`config.mk`:
```
export PLATFORM = sky130hd
export DESIGN_NAME = bin_maxpool_stage_flat
export DESIGN_NICKNAME = d
export VERILOG_FILES = /design/src/rtl/bin_maxpool_stage_if.sv /design/src/rtl/bin_maxpool_stage.sv /design/src/flat_wrapper.sv
export SDC_FILE = /design/constraint.sdc
export NUM_CORES = 1
export LEC_CHECK = 0
export CORE_UTILIZATION = 50
export CTS_BUF_LIST = sky130_fd_sc_hd__clkbuf_16
export CTS_CLUSTER_SIZE = 16
export DETAILED_ROUTE_END_ITERATION = 8
export GPL_TIMING_DRIVEN = 0
export HOLD_SLACK_MARGIN = 0.15
export PLACE_DENSITY = 0.7
export SYNTH_ARGS = -nofsm -noshare
export SYNTH_HDL_FRONTEND = slang
export SYNTH_SLANG_ARGS = --single-unit
```
`constraint.sdc`:
```
create_clock -name clk -period 4.3 [get_ports clk]
set_input_delay 0.86 -clock clk [delete_from_list [all_inputs] [get_ports clk]]
set_output_delay 0.86 -clock clk [all_outputs]
set_load 0.005 [all_outputs]
```
`src/rtl/bin_maxpool_stage_if.sv`:
```
// Run/busy control plus SRAM read and write ports of the binary max-pool stage.
// master = the pool stage, slave = the controller / SRAM side.
interface bin_maxpool_stage_if #(
  parameter int ADDR_W = 12,
  parameter int DATA_W = 16
);
  logic              pool_run;
  logic              pool_busy;
  logic [ADDR_W-1:0] pool_sram_read_address;
  logic [DATA_W-1:0] sram_pool_read_data;
  logic [ADDR_W-1:0] pool_sram_write_address;
  logic [DATA_W-1:0] pool_sram_write_data;
  logic              pool_sram_write_enable;

  modport master (
    input  pool_run,
    input  sram_pool_read_data,
    output pool_busy,
    output pool_sram_read_address,
    output pool_sram_write_address,
    output pool_sram_write_data,
    output pool_sram_write_enable
  );

  modport slave (
    output pool_run,
    output sram_pool_read_data,
    input  pool_busy,
    input  pool_sram_read_address,
    input  pool_sram_write_address,
    input  pool_sram_write_data,
    input  pool_sram_write_enable
  );
endinterface

```
`src/rtl/bin_maxpool_stage.sv`:
```
// Binary 2x2/stride-2 max-pool stage: streams conv frames from the feature SRAM
// and writes pooled frames (header + rows) to the output SRAM.
//
// state  | meaning
// IDLE   | waiting for pool_run, outputs held
// HDR    | header address presented (hdr_wait=0), header captured (hdr_wait=1)
// ROWA   | first cycle after header: pipeline fill; then capture even row 2k
// ROWB   | capture odd row 2k+1, pooled word written next cycle
// SKIP   | move read address past the unused last row of an odd frame
// TERM   | 16'h00FF terminator being written, busy drops next cycle
module bin_maxpool_stage #(
  parameter int ADDR_W = 12,
  parameter int DATA_W = 16,
  parameter int MAX_N  = 16
) (
  input  logic                 clk,
  input  logic                 reset_b,
  bin_maxpool_stage_if.master  bus
);
  // N comes from header[4:0], so dimension counters never need more than 5 bits.
  localparam int N_W = 5;

  typedef enum logic [2:0] {S_IDLE, S_HDR, S_ROWA, S_ROWB, S_SKIP, S_TERM} state_t;

  state_t            state, state_nxt;
  logic              hdr_wait, hdr_wait_nxt;
  logic              row_fill, row_fill_nxt;
  logic              busy, busy_nxt;
  logic              we, we_nxt;
  logic [ADDR_W-1:0] raddr, raddr_nxt;
  logic [ADDR_W-1:0] waddr, waddr_nxt;
  logic [ADDR_W-1:0] next_base, next_base_nxt;
  logic [DATA_W-1:0] wdata, wdata_nxt;
  logic [DATA_W-1:0] row_a, row_a_nxt;
  logic [N_W-1:0]    n_cur, n_nxt;
  logic [N_W-1:0]    m_cur, m_nxt;
  logic [N_W-1:0]    k_cur, k_nxt;

  logic [DATA_W-1:0] rdata;
  logic [N_W-1:0]    hdr_n;
  logic [N_W-1:0]    hdr_m;
  logic [N_W-1:0]    k_inc;
  logic [DATA_W-1:0] pooled;

  assign rdata = bus.sram_pool_read_data;
  assign hdr_n = (rdata[4:0] > N_W'(MAX_N)) ? N_W'(MAX_N) : rdata[4:0];
  assign hdr_m = hdr_n >> 1;
  assign k_inc = k_cur + N_W'(1);

  // OR over each 2x2 window of the held even row and the odd row arriving now.
  always_comb begin
    pooled = '0;
    for (int j = 0; j < DATA_W / 2; j++) begin
      if (j < int'(m_cur)) begin
        pooled[j] = row_a[2*j] | row_a[2*j+1] | rdata[2*j] | rdata[2*j+1];
      end
    end
  end

  // Next-state and next-output computation.
  always_comb begin
    state_nxt     = state;
    hdr_wait_nxt  = hdr_wait;
    row_fill_nxt  = row_fill;
    busy_nxt      = busy;
    we_nxt        = 1'b0;
    raddr_nxt     = raddr;
    // a write completes this cycle; the terminator write leaves the address on itself
    waddr_nxt     = (we && state != S_TERM) ? waddr + ADDR_W'(1) : waddr;
    next_base_nxt = next_base;
    wdata_nxt     = wdata;
    row_a_nxt     = row_a;
    n_nxt         = n_cur;
    m_nxt         = m_cur;
    k_nxt         = k_cur;

    case (state)
      S_IDLE: begin
        if (bus.pool_run) begin
          state_nxt    = S_HDR;
          hdr_wait_nxt = 1'b0;
          raddr_nxt    = '0;
          waddr_nxt    = '0;
          busy_nxt     = 1'b1;
        end
      end

      S_HDR: begin
        if (!hdr_wait) begin
          hdr_wait_nxt = 1'b1;
        end else begin
          hdr_wait_nxt = 1'b0;
          if (rdata == DATA_W'(16'h00FF)) begin
            we_nxt    = 1'b1;
            wdata_nxt = DATA_W'(16'h00FF);
            state_nxt = S_TERM;
          end else begin
            n_nxt         = hdr_n;
            m_nxt         = hdr_m;
            k_nxt         = '0;
            next_base_nxt = raddr + ADDR_W'(hdr_n) + ADDR_W'(1);
            we_nxt        = 1'b1;
            wdata_nxt     = {{(DATA_W-N_W){1'b0}}, hdr_m};
            if (hdr_m == '0) begin
              if (hdr_n == N_W'(1)) begin
                state_nxt = S_SKIP;
              end else begin
                raddr_nxt = raddr + ADDR_W'(1);
              end
            end else begin
              raddr_nxt    = raddr + ADDR_W'(1);
              row_fill_nxt = 1'b1;
              state_nxt    = S_ROWA;
            end
          end
        end
      end

      S_ROWA: begin
        raddr_nxt = raddr + ADDR_W'(1);
        if (row_fill) begin
          row_fill_nxt = 1'b0;
        end else begin
          row_a_nxt = rdata;
          state_nxt = S_ROWB;
        end
      end

      S_ROWB: begin
        we_nxt    = 1'b1;
        wdata_nxt = pooled;
        k_nxt     = k_inc;
        if (k_inc == m_cur) begin
          // even N: read address already sits on the next header
          state_nxt = n_cur[0] ? S_SKIP : S_HDR;
        end else begin
          raddr_nxt = raddr + ADDR_W'(1);
          state_nxt = S_ROWA;
        end
      end

      S_SKIP: begin
        raddr_nxt = next_base;
        state_nxt = S_HDR;
      end

      S_TERM: begin
        busy_nxt  = 1'b0;
        state_nxt = S_IDLE;
      end

      default: begin
        state_nxt = S_IDLE;
        busy_nxt  = 1'b0;
      end
    endcase
  end

  // State and output registers; reset aborts any run immediately.
  always_ff @(posedge clk or negedge reset_b) begin
    if (!reset_b) begin
      state     <= S_IDLE;
      hdr_wait  <= 1'b0;
      row_fill  <= 1'b0;
      busy      <= 1'b0;
      we        <= 1'b0;
      raddr     <= '0;
      waddr     <= '0;
      next_base <= '0;
      wdata     <= '0;
      row_a     <= '0;
      n_cur     <= '0;
      m_cur     <= '0;
      k_cur     <= '0;
    end else begin
      state     <= state_nxt;
      hdr_wait  <= hdr_wait_nxt;
      row_fill  <= row_fill_nxt;
      busy      <= busy_nxt;
      we        <= we_nxt;
      raddr     <= raddr_nxt;
      waddr     <= waddr_nxt;
      next_base <= next_base_nxt;
      wdata     <= wdata_nxt;
      row_a     <= row_a_nxt;
      n_cur     <= n_nxt;
      m_cur     <= m_nxt;
      k_cur     <= k_nxt;
    end
  end

  assign bus.pool_busy               = busy;
  assign bus.pool_sram_read_address  = raddr;
  assign bus.pool_sram_write_address = waddr;
  assign bus.pool_sram_write_data    = wdata;
  assign bus.pool_sram_write_enable  = we;
endmodule

```
`src/flat_wrapper.sv`:
```
// flat-port wrapper written by rule: the top's interface ports become plain ports
module bin_maxpool_stage_flat 
#(
  parameter int ADDR_W = 12,
  parameter int DATA_W = 16,
  parameter int MAX_N  = 16
)
  (clk, reset_b, bus_pool_run, bus_sram_pool_read_data, bus_pool_busy, bus_pool_sram_read_address, bus_pool_sram_write_address, bus_pool_sram_write_data, bus_pool_sram_write_enable);
  bin_maxpool_stage_if #(.ADDR_W(ADDR_W), .DATA_W(DATA_W)) bus_i ();
  input  logic clk;
  input  logic reset_b;
  input wire logic [$bits(bus_i.pool_run)-1:0] bus_pool_run;
  input wire logic [$bits(bus_i.sram_pool_read_data)-1:0] bus_sram_pool_read_data;
  output wire logic [$bits(bus_i.pool_busy)-1:0] bus_pool_busy;
  output wire logic [$bits(bus_i.pool_sram_read_address)-1:0] bus_pool_sram_read_address;
  output wire logic [$bits(bus_i.pool_sram_write_address)-1:0] bus_pool_sram_write_address;
  output wire logic [$bits(bus_i.pool_sram_write_data)-1:0] bus_pool_sram_write_data;
  output wire logic [$bits(bus_i.pool_sram_write_enable)-1:0] bus_pool_sram_write_enable;
  assign bus_i.pool_run = bus_pool_run;
  assign bus_i.sram_pool_read_data = bus_sram_pool_read_data;
  assign bus_pool_busy = bus_i.pool_busy;
  assign bus_pool_sram_read_address = bus_i.pool_sram_read_address;
  assign bus_pool_sram_write_address = bus_i.pool_sram_write_address;
  assign bus_pool_sram_write_data = bus_i.pool_sram_write_data;
  assign bus_pool_sram_write_enable = bus_i.pool_sram_write_enable;
  bin_maxpool_stage #(.ADDR_W(ADDR_W), .DATA_W(DATA_W), .MAX_N(MAX_N)) u_core (.clk(clk), .reset_b(reset_b), .bus(bus_i));
endmodule
```
==> out/qor.yml <==
floorplan:
  core_mm2: 0.00822
  dieArea_mm2: 0.00886
  die_h_um: 94.1
  start_util_pct: 51.7
  io_pins: 61
  die_w_um: 94.1
  std_cell_rows: 33
placement:
  dp_cells: 597
  gp_congestion: 0.886
  placed_area_mm2: 0.00495
  place_ws_ns: 0.847
  hpwlAfterDp_um: 6940
  io_buffer_count: 52
global_route:
  grt_use_total_pct: 24.4
  grt_overflow: 0
  grt_pass1_vias: 3291
  grt_start_max_net_pins: 62
  antenna_found_initial: 0
  grt_pass1_wl_um: 16400
timing:
  slew_viol_final: 0
  finClkSkew_ns: 0.00649
  layout_setup_ws_ns: 1.18
  final.period_utilization_pct: 72.5
  fmax_mhz: 321
  tightestPinTransition_ns: 0.656
  slew_headroom_pct: 56.1
  finalSetupViolations: 0
  post-route-min-period_ns: 3.12
  finalHoldViolCount: 0
  rsz0062_at_grt: "false"
routing:
  drt-initial-drc-count: 203
  vias: 3496
  postRouteAntennaNets: 0
  post_drt_wl_per_cell_um: 16.0
  drtPass1Iterations: 4
  drc: 0
  routed_via_density: 5.70
  wl_um: 9800
synthesis:
  yosysSeqAreaShare_pct: 45.4
  syn_area_per_cell_um2: 9.82
  synth_cells: 432
  synth_cell_type_count: 58
  yosys_warnings: 0
  synthFlopType: "dfrtp_1"
  ys_async_sr_fraction_pct: 100
  ys_ff_latch: 77
  syn-cell-area_mm2: 0.00424
  synth_edf_count: 0
power_and_ir_drop:
  p_leak_nw: 2.21
  vdd_drop_max_mv: 0.393
  finalPower_mw: 3.40
  pwr_density_cell_mw_per_mm2: 649
clock_tree:
  numClockSinks: 77
  cts_resized: 0
  path_clk_slew_ns: 0.06
  htreeDepth: 3
  cts_buffers: 9
  cts_buffer_depth: 2
  cts_hold_buf: 0
  cts_root_buffer: "clkbuf_16"
  cts_tree: "built"
  postCtsSetupBuffers: 0
  insertion_delay_ns: 0.33
worst_hold_path:
  hold_class: "input pin to async pin"
worst_setup_path:
  path_buf_inv: 3
  cp-end-kind: "flip-flop"
  slowest_stage: "clkdlybuf4s50_1"
  crit_required_ns: 4.55
  path_class: "input pin to flip-flop"
  cp-start-kind: "input pin"
  critPathTopFamily: "buffers and inverters"
  cp_max_fo: 10
  critPathArrivalTime_ns: 3.37
  cp_cell_sequence: "clkdlybuf4s50_1 -> clkbuf_1 -> nand2b_1 -> inv_1 -> ha_1 -> nand2b_1 -> a21oi_1 -> o21ai_0 -> xor2_1 -> o21ai_0"
  critPathMaxStageDelay_ns: 0.50
final_layout:
  final-instance-count-excl-fill: 613
  final_layout_size_suffix_gt1_share_pct: 12.6
  syn2layout_area_growth_pct: 23.6
  postLayoutCoreUtil_pct: 63.9
  fillers: 687
  fin_nets: 531
  n_antenna_cell: 0
  final_area_mm2: 0.00525
run_status:
  status: "finished clean"
job:
  cap_viol_max_count: 0
-- cell usage after synthesis (8+ instances only) --
cell,n,area share [%]
dfrtp_1,77,45
mux2_4,8,2.8
nor2_1,32,2.8
nand3_1,22,2.6
xnor2_1,8,1.7
nand2b_1,9,1.3
nor3_1,12,1.4
a21oi_1,11,1.3
buf_4,8,1.4
clkbuf_1,17,1.5
nand2_1,32,2.8
mux2_2,21,5.6
o21ai_0,41,4.8
nor4_1,9,1.3
xor2_1,21,4.3
ha_1,8,2.4
inv_1,8,0.71
-- flip-flops by register name (all words and copies together) (netlist names), 3 cells and up --
| register | cells |
|---|---|
| u_core.m_cur | 4 |
| u_core.next_base | 12 |
| u_core.k_cur | 5 |
| u_core.row_a | 16 |
| u_core.bus.pool_sram_write_address | 12 |
| u_core.bus.pool_sram_write_data | 8 |
| u_core.bus.pool_sram_read_address | 12 |
| u_core.state | 3 |
-- path summary, 6_finish.rpt --
path,cells after the start,to,slack (ns),startpoint
setup / recovery,10,u_core.next_base[9],1.18,bus_sram_pool_read_data[4]
hold / removal,1,u_core.bus.pool_sram_read_address[7],0.39,reset_b
setup reg to reg,5,u_core.state[1],1.77,u_core.state[1]
hold reg to reg,2,u_core.next_base[5],0.48,u_core.next_base[5]
max in group asynchronous,2,u_core.next_base[1],3.33,reset_b
min in group clk,2,u_core.next_base[5],0.48,u_core.next_base[5]
-- worst register-to-register path, cell delays in order (launching register included) --
cell and delay, ns:
dfrtp_1 0.43, clkbuf_1 0.25, nor2_1 0.58, o21ai_0 0.33, or4b_2 0.69, o311ai_0 0.13
-- logic make-up (layout without fill, tap and decap cells) --
group / Yosys count / after routing / share of synthesized area [%]
compound gates: 93 / 93 / 13.5
xor+xnor: 29 / 29 / 5.98
fa+ha+maj: 9 / 9 / 2.83
buf+inv: 39 / 108 / 4.42
flops: 77 / 77 / 45.4
mux: 34 / 34 / 9.58
other cells: 1 / 8 / 0.0884
simple gates: 150 / 150 / 18.2
-- cells in the final DEF (no fill, tap or decap), drive strengths merged, types with 11 or more instances in the layout --
cell type      Yosys  layout
nand3             22      22
clkdlybuf4s50      0      51
xor2              21      21
buf               14      16
nor2              32      32
a21oi             11      11
clkbuf            17      26
o21ai             43      43
nor3              12      12
nand2             32      32
mux2              29      29
dfrtp             77      77
-- final cells by class --
cell class	instances	area, um2	share of cell area, %
timing repair buffer	53	546	10.4
clock buffer	9	225	4.29
inverter	8	30.0	0.572
multi-input combinational	323	2160	41.1
sequential	77	1930	36.7
clock inverter	7	75.1	1.43
buffer	31	158	3.00
tap	105	131	2.50
-- metrics by stage --
stage,TNS (ns),hold slack (ns)
2_1_floorplan,0,0.449
3_3_place_gp,-28.24,0.464
3_5_place_dp,0,0.469
4_1_cts,0,0.391
5_1_grt,0,0.404
6_report,0,0.388
-- report_power, final --
group / internal (mW) / total, mW / switching [mW]
Clock: 0.451 / 0.761 / 0.310
Sequential: 0.989 / 1.21 / 0.222
Combinational: 0.703 / 1.43 / 0.729
Total: 2.14 / 3.40 / 1.26
-- layer usage --
metal	vias up	share of wire (%)	global-route usage [%]
met5	-	0	0
met4	0	1.7	7.82
met3	14	4.1	4.61
met2	88	48	38.4
met1	1709	46	33.7
li1	1685	-	-
(Power assumes the default switching activity.)
